## config.mk

```make
export PLATFORM = sky130hd
export DESIGN_NAME = time_uart_reporter
export DESIGN_NICKNAME = d
export VERILOG_FILES = /design/src/rtl/time_uart_reporter.sv
export SDC_FILE = /design/constraint.sdc
export NUM_CORES = 1
export LEC_CHECK = 0
export ABC_CLOCK_PERIOD_IN_PS = 4050
export CAP_MARGIN = 20
export CORE_MARGIN = 5
export CORE_UTILIZATION = 35
export DETAILED_ROUTE_END_ITERATION = 6
export PLACE_DENSITY = 0.61
export SETUP_SLACK_MARGIN = 0.05
export SYNTH_ARGS = -nofsm -noshare
export SYNTH_HDL_FRONTEND = slang
export SYNTH_SLANG_ARGS = --single-unit
```

## constraint.sdc

```tcl
create_clock -name clk -period 4.05 [get_ports clk]
set_clock_uncertainty 0.05 [all_clocks]
set_input_delay 0.6075 -clock clk [delete_from_list [all_inputs] [get_ports clk]]
set_output_delay 0.6075 -clock clk [all_outputs]
set_load 0.05 [all_outputs]
```

## src/rtl/time_uart_reporter.sv

```systemverilog
// time_uart_reporter
// Serialises a snapshot of the packed time value into the 13-byte ASCII frame
// "HH:MM:SS.CC\r\n" and feeds it one byte at a time to a UART TX byte port.
// Frames are sent on an explicit request or, while enabled, once per period.
module time_uart_reporter #(
    parameter int CLK_FREQ = 100_000_000
) (
    input  logic        clk,
    input  logic        rst,
    input  logic        i_send,
    input  logic        i_auto,
    input  logic [23:0] i_time_data,
    input  logic        i_tx_done,
    output logic        o_tx_start,
    output logic [7:0]  o_tx_data,
    output logic        o_busy
);

    localparam int              CW      = (CLK_FREQ > 1) ? $clog2(CLK_FREQ) : 1;
    localparam logic [CW-1:0]   CNT_MAX = CW'(CLK_FREQ - 1);
    localparam logic [3:0]      IDX_LAST = 4'd12;

    typedef enum logic [1:0] {
        S_IDLE = 2'd0,
        S_LOAD = 2'd1,
        S_WAIT = 2'd2
    } state_t;

    // Tens digit of a field; fields are at most 7 bits so the quotient fits 4 bits
    // (a centisecond of 127 yields 12, which is printed as 0x3C).
    function automatic logic [3:0] tens_of(input logic [6:0] v);
        logic [6:0] q;
        q = v / 7'd10;
        return q[3:0];
    endfunction

    // Ones digit of a field.
    function automatic logic [3:0] ones_of(input logic [6:0] v);
        logic [6:0] r;
        r = v % 7'd10;
        return r[3:0];
    endfunction

    // Digit value to ASCII, no clamping.
    function automatic logic [7:0] to_ascii(input logic [3:0] d);
        return 8'h30 + {4'h0, d};
    endfunction

    state_t         r_state;
    logic [3:0]     r_idx;
    logic [23:0]    r_snap;
    logic [CW-1:0]  r_cnt;
    logic           r_tx_start;
    logic [7:0]     r_tx_data;
    logic           r_busy;

    state_t         w_state_nx;
    logic [3:0]     w_idx_nx;
    logic [23:0]    w_snap_nx;
    logic [CW-1:0]  w_cnt_nx;
    logic           w_tx_start_nx;
    logic [7:0]     w_tx_data_nx;
    logic           w_busy_nx;
    logic           w_tick;
    logic           w_trigger;
    logic [7:0]     w_char;
    logic [6:0]     w_hour;
    logic [6:0]     w_min;
    logic [6:0]     w_sec;
    logic [6:0]     w_cs;

    assign w_hour = {2'b00, r_snap[23:19]};
    assign w_min  = {1'b0,  r_snap[18:13]};
    assign w_sec  = {1'b0,  r_snap[12:7]};
    assign w_cs   = r_snap[6:0];

    // Auto-report period counter: runs only while enabled, wraps on the tick.
    always_comb begin
        w_tick   = 1'b0;
        w_cnt_nx = r_cnt;
        if (!i_auto) begin
            w_cnt_nx = '0;
        end else if (r_cnt == CNT_MAX) begin
            w_tick   = 1'b1;
            w_cnt_nx = '0;
        end else begin
            w_cnt_nx = r_cnt + CW'(1);
        end
    end

    assign w_trigger = i_send | w_tick;

    // Character selected by the byte index, built only from the snapshot.
    always_comb begin
        w_char = 8'h00;
        case (r_idx)
            4'd0:    w_char = to_ascii(tens_of(w_hour));
            4'd1:    w_char = to_ascii(ones_of(w_hour));
            4'd2:    w_char = 8'h3A;
            4'd3:    w_char = to_ascii(tens_of(w_min));
            4'd4:    w_char = to_ascii(ones_of(w_min));
            4'd5:    w_char = 8'h3A;
            4'd6:    w_char = to_ascii(tens_of(w_sec));
            4'd7:    w_char = to_ascii(ones_of(w_sec));
            4'd8:    w_char = 8'h2E;
            4'd9:    w_char = to_ascii(tens_of(w_cs));
            4'd10:   w_char = to_ascii(ones_of(w_cs));
            4'd11:   w_char = 8'h0D;
            4'd12:   w_char = 8'h0A;
            default: w_char = 8'h00;
        endcase
    end

    // Frame FSM next-state and next-output logic.
    always_comb begin
        w_state_nx    = r_state;
        w_idx_nx      = r_idx;
        w_snap_nx     = r_snap;
        w_tx_start_nx = 1'b0;
        w_tx_data_nx  = r_tx_data;
        case (r_state)
            S_IDLE: begin
                if (w_trigger) begin
                    w_snap_nx  = i_time_data;
                    w_idx_nx   = 4'd0;
                    w_state_nx = S_LOAD;
                end else begin
                    w_state_nx = S_IDLE;
                end
            end
            S_LOAD: begin
                w_tx_data_nx  = w_char;
                w_tx_start_nx = 1'b1;
                w_state_nx    = S_WAIT;
            end
            S_WAIT: begin
                if (i_tx_done) begin
                    if (r_idx == IDX_LAST) begin
                        w_state_nx = S_IDLE;
                    end else begin
                        w_idx_nx   = r_idx + 4'd1;
                        w_state_nx = S_LOAD;
                    end
                end else begin
                    w_state_nx = S_WAIT;
                end
            end
            default: begin
                w_state_nx = S_IDLE;
                w_idx_nx   = 4'd0;
            end
        endcase
        w_busy_nx = (w_state_nx != S_IDLE);
    end

    // State, datapath and registered output update with synchronous reset.
    always_ff @(posedge clk) begin
        if (rst) begin
            r_state    <= S_IDLE;
            r_idx      <= 4'd0;
            r_snap     <= 24'd0;
            r_cnt      <= '0;
            r_tx_start <= 1'b0;
            r_tx_data  <= 8'h00;
            r_busy     <= 1'b0;
        end else begin
            r_state    <= w_state_nx;
            r_idx      <= w_idx_nx;
            r_snap     <= w_snap_nx;
            r_cnt      <= w_cnt_nx;
            r_tx_start <= w_tx_start_nx;
            r_tx_data  <= w_tx_data_nx;
            r_busy     <= w_busy_nx;
        end
    end

    assign o_tx_start = r_tx_start;
    assign o_tx_data  = r_tx_data;
    assign o_busy     = r_busy;

endmodule
```

# Yosys cells after proc, flatten, opt, wreduce, memory -nomap -nowiden
# Cells that the tools add are included.
[word_totals] reg_bits=67
[classes] addsub=10 n_div=8 n_eq_ne=18 mux=12 bitwise=3 n_reduce_logical=7
[ops] cell="one-hot mux 7 bit (12 select lines)" count=1
[ops] cell="adder 6 x 4 -> 7 bit, first input constant" count=8
[ops] cell="adder 27 x 1 -> 27 bit, second input constant" count=1
[ops] cell="== test 27 bit, second input constant" count=1
[ops] cell="== test 4 bit, second input constant" count=5
[ops] cell="== test 4 x 3 -> 1 bit, second input constant" count=4
[ops] cell="divider 6 x 4 -> 7 bit, second input constant" count=2
[ops] cell="modulo 6 x 4 -> 7 bit, second input constant" count=2
[ops] cell="2-to-1 mux 4 bit" count=3
[ops] cell="one-hot mux 4 bit (3 select lines)" count=1
[ops] cell="== test 4 x 2 -> 1 bit, second input constant" count=2
[ops] cell="divider 5 x 4 -> 7 bit, second input constant" count=1
[ops] cell="divider 7 x 4 -> 7 bit, second input constant" count=1
[ops] cell="modulo 5 x 4 -> 7 bit, second input constant" count=1
[ops] cell="modulo 7 x 4 -> 7 bit, second input constant" count=1
[ops] cell="inequality test 2 bit, second input constant" count=3
[ops] cell="one-hot mux 2 bit (3 select lines)" count=1
[ops] cell="2-to-1 mux 1 bit" count=5
[ops] cell="adder 4 x 1 -> 4 bit, second input constant" count=1
[ops] cell="== test 4 x 1 -> 1 bit, second input constant" count=1
[ops] cell="zero test 4 bit" count=1
[ops] cell="AND reduction 4 bit" count=1
[ops] cell="OR reduction 3 bit" count=1
[ops] cell="== test 2 x 1 -> 1 bit, second input constant" count=1
[ops] cell="other kinds (8)" count=9

# Longest topological paths before layout
[logic_depth] depth_word=7 mapped_depth=21 depth_no_buf=19

# Worst setup path before layout
# Ideal clock, no wire load.
[synth_timing] kind="flip-flop to flip-flop" start="register r_idx[0]" end="register r_tx_data[2] (netlist: o_tx_data[2])" setup_ps=93 arrival_ps=3990 t_required_ps=3907 setup_slack_ps=-84 path_stages_with_launch=21 n_path_buf=2 cell_sequence="dfxtp_1 inv_1 ha_1 buf_6 and3b_1 buf_6 a211o_2 nand2_1 o211ai_1 o21ai_1 ha_1 inv_1 a31oi_2 o22ai_2 or2_2 xnor2_1 ha_1 inv_1 o221a_2 or3_1 o311ai_2"
[synth_between] elab_chain_cells=3 word_cells_on_any_way=15
[synth_rtl] element="start: declaration" line_no="50" rtl="logic [3:0] r_idx;"
[synth_rtl] element="start signal: assignment" line_no="168" rtl="r_idx <= w_idx_nx;"
[synth_rtl] element="== test 4 x 3 -> 1 bit / == test 4 x 2 -> 1 bit (equally long branches)" line_no="96" rtl="case (r_idx)"
[synth_rtl] element="OR reduction 2 bit (no source line)"
[synth_rtl] element="one-hot mux 7 bit (12 select lines) (*)" line_no="96"
[synth_rtl] element="end signal: assignment" line_no="172" rtl="r_tx_data <= w_tx_data_nx;"
[synth_rtl] element="end: declaration" line_no="54" rtl="logic [7:0] r_tx_data;"
# Every way passes the cells marked *; elsewhere a longest branch is shown, timed or not.
# A chain may end at the register's enable or synchronous reset.

# Worst setup path after layout
# Same ends and word-level chain as after synthesis.

==> metrics.txt <==
outcome completed; top_reg_cell synth dfxtp_1; xor/xnor share of the synthesized area 0.05778; residual DRC count 0; Starting Density 0.3604; Pwr Density 370.2 mW/mm^2; final hold vios 0; H-tree depth 3; Worst Max-Slew Pin Slew 0.8063 ns; clock sink count 65; Worst Path Max Fanout 10; cts hold-fix bufs 0; Worst Setup Start Kind register; P_leak 0.001825 uW; Post-Synthesis Cells 508; first-pass GRT wire length 17310 um; EDFF count, synth 0; Peak supply drop 0.0002292 V; DRT Pass-1 Iters 4; Clock Pin Slew Worst Setup and Hold Paths 0.06 ns; Compound-Gate Fraction of Synth Area 0.2232; die area 0.01348 sq mm; cell taking the most area after synthesis dfxtp_1; initial antenna violation count 0; synthesized area per cell 7.758 sq um; Post-Synth Simple-Gate Area 0.2908; met1 wire length 5173 um; Worst Setup Path Type reg2reg; Yosys top cell area share 0.3302; core area about 0.011 sq mm; vias per std cell around 5.4; CTS tree yes; Hold Crit Class reg2reg; period utilisation layout 0.9495; Area contributors post-synth dfxtp_1 33%, nand2_1 7.6%, a21oi_1 6.1%; critical path's slowest cell or3_4; CP Data Arrival Time around 4.1 ns; grt ovf 0; Ports 39; CP max stage delay 0.38 ns; adder-cell area share of the yosys netlist 0.03175; routability cong. 0.9098; Tot GR Track Use 0.1633; yosys warns 0; Total Nets Final around 590; layout cells sized above 1 0.1483; Setup crit start r_idx[0]$_SDFFE_PP0P_; RSZ-0062 raised after global routing no; fraction of synthesized area in multiplexers 0.01587; IO Port Bufs 36; crit-path cells inv_1, ha_2, buf_6, a22o_1, o32a_1, nand2_2, o211ai_1, o21ai_2, ha_2, inv_2, a31oi_4, o21bai_4, or2_4, xnor2_2, ha_2, inv_1, o221a_4, or3_4, o311ai_4; Initial DRC Count 272; CTS Buf Count 9; routed wire length 10690 um; Worst Setup End Kind register; largest net degree at the start of global routing 28; Required @ worst endpoint 4.25 ns; Post-DP HPWL 7864 um; hold path start r_cnt[0]$_SDFF_PP0_; register area share after synthesis 0.3302; number of global-route vias before repair ~3500; cell area after synthesis 0.003941 sq mm; clk_lat worst skew 0.34 ns; Total Neg Setup Slack 0 ns; Yosys cell types 86; ys async rst share 0; clock root cell clkbuf_16; WL met3 438 um; Max Used Layer met4; synthesis-to-layout area growth 25.68%; Max Slew Vio Count 0; Clock Tree Buf Depth 2; worst r2r src r_idx[0]$_SDFFE_PP0P_; Routed WL per cell 15.42 um; via count around 3700; Antenna Nets Post-Route 0; # setup viols final 0; met2 WL 4853 um; diode count 0; Max-Cap Viols 0; Die Y 116.1 um; largest family of logic cells by synthesized area simple AND/OR/NAND/NOR gates; Most Frequent Cell on Critical Path ha_2; fmax approximately 260 MHz; fin crit period 3.846 ns; max_slew headroom 0.4625; die width 116.1 um; FP Rows 38; Fin Hold WS ~0.43 ns; register bit total from synthesis 65
==> cell type report <==
cell class	instances	area [sq um]
fill	1109	5982
tap	140	175.2
clock inverter	6	115.1
multi-input combinational	402	2555
timing repair buffer	57	521.8
clock buffer	10	229.0
sequential	65	1309
inverter	13	48.80
==> logic make-up after synthesis <==
logic type	after synthesis
AND/OR/NAND/NOR	230
AO/OA/AOI/OAI	128
flip-flops	65
buffers and inverters	42
XOR/XNOR	26
adder cells (fa/ha/maj)	10
multiplexers	6
other	1
==> metrics by stage <==
step / utilization / cell area (sq um) / power [uW] / std cells / worst slack (ns)
2_1_floorplan: - / 3959 / 841.4 / 509 / 0.05612
3_3_place_gp: 0.4090 / 4473 / 920.4 / 672 / 0.06108
3_5_place_dp: 0.4090 / 4473 / 923.2 / 672 / -0.06882
4_1_cts: 0.4422 / 4836 / 1837 / 689 / 0.05428
5_1_grt: 0.4530 / 4954 / 1907 / 693 / 0.05113
6_report: 0.4530 / 4954 / 1834 / 693 / 0.2044
==> Yosys cell counts, types with 4 or more instances <==
master	count
nor2_1	54
mux2i_1	4
nor3_1	12
a221o_1	5
a21oi_1	48
clkbuf_1	19
nand3_1	15
or3_1	5
xor2_1	12
nor4_1	4
nor2b_1	4
nand2_1	80
nand3b_1	6
and3_1	7
xnor2_1	14
dfxtp_1	65
and3b_1	5
buf_4	4
ha_1	10
and2_1	4
nand4_1	5
inv_1	12
nand2b_1	4
o21ai_0	21
==> power breakdown <==
group	total [uW]	switching, uW	internal, uW
clock network	906	302	604
logic	238	135	103
registers	690	27.3	663
==> sequential cells by signal, summed over array words and instances (netlist names) <==
name / flops
r_cnt: 27
r_idx: 4
o_busy: 1
o_tx_data: 6
r_state: 2
o_tx_start: 1
r_snap: 24
==> timing repair <==
action,in CTS,in global routing
cloned,0,0
pin swaps,0,12
setup endpoints to repair,2,2
gates resized for setup,3,21
buffers inserted,1,4
hold endpoints to repair,0,0
==> final timing paths <==
path,endpoint,depth (start not counted),slack [ns]
max,o_tx_data[2]$_SDFFE_PP0P_,19,0.20
min,r_cnt[0]$_SDFF_PP0_,1,0.43
max reg2reg,o_tx_data[2]$_SDFFE_PP0P_,19,0.20
min reg2reg,r_cnt[0]$_SDFF_PP0_,1,0.43
==> critical path, delay by kind of cell (launching register included) <==
kind	cells	cell delay, ns
compound gates	8	1.48
simple gates	3	0.74
fa+ha+maj	3	0.60
flops	1	0.37
buf+inv	4	0.32
xor+xnor	1	0.19
==> routing by layer <==
layer  track usage  vias up
met4       0.06729        0
met2        0.2539       85
met3       0.03161       16
li1              -     1889
met5             0        -
met1        0.2226     1751
==> layout by cell type (no fill, tap or decap), drive strengths merged, types with 3 or more instances in the layout <==
master,Yosys,layout
clkbuf,19,10
nor2b,5,5
a21oi,50,50
nor3,12,12
a22oi,4,4
and2,5,5
or3,6,6
nand3,15,15
nand4,5,5
and3,9,9
xor2,12,12
and3b,5,5
bufinv,0,3
a221oi,3,3
mux2i,4,4
nand2b,4,4
or2,4,4
o21ai,24,24
nand3b,6,6
xnor2,14,14
a22o,4,4
inv,13,14
nand2,81,81
a221o,8,8
clkdlybuf4s50,0,36
a31oi,3,3
or3b,3,3
buf,9,21
o31ai,3,3
a211oi,3,3
dfxtp,65,65
nor2,54,54
ha,10,10
nor4,4,4
(Power assumes the default switching activity.)
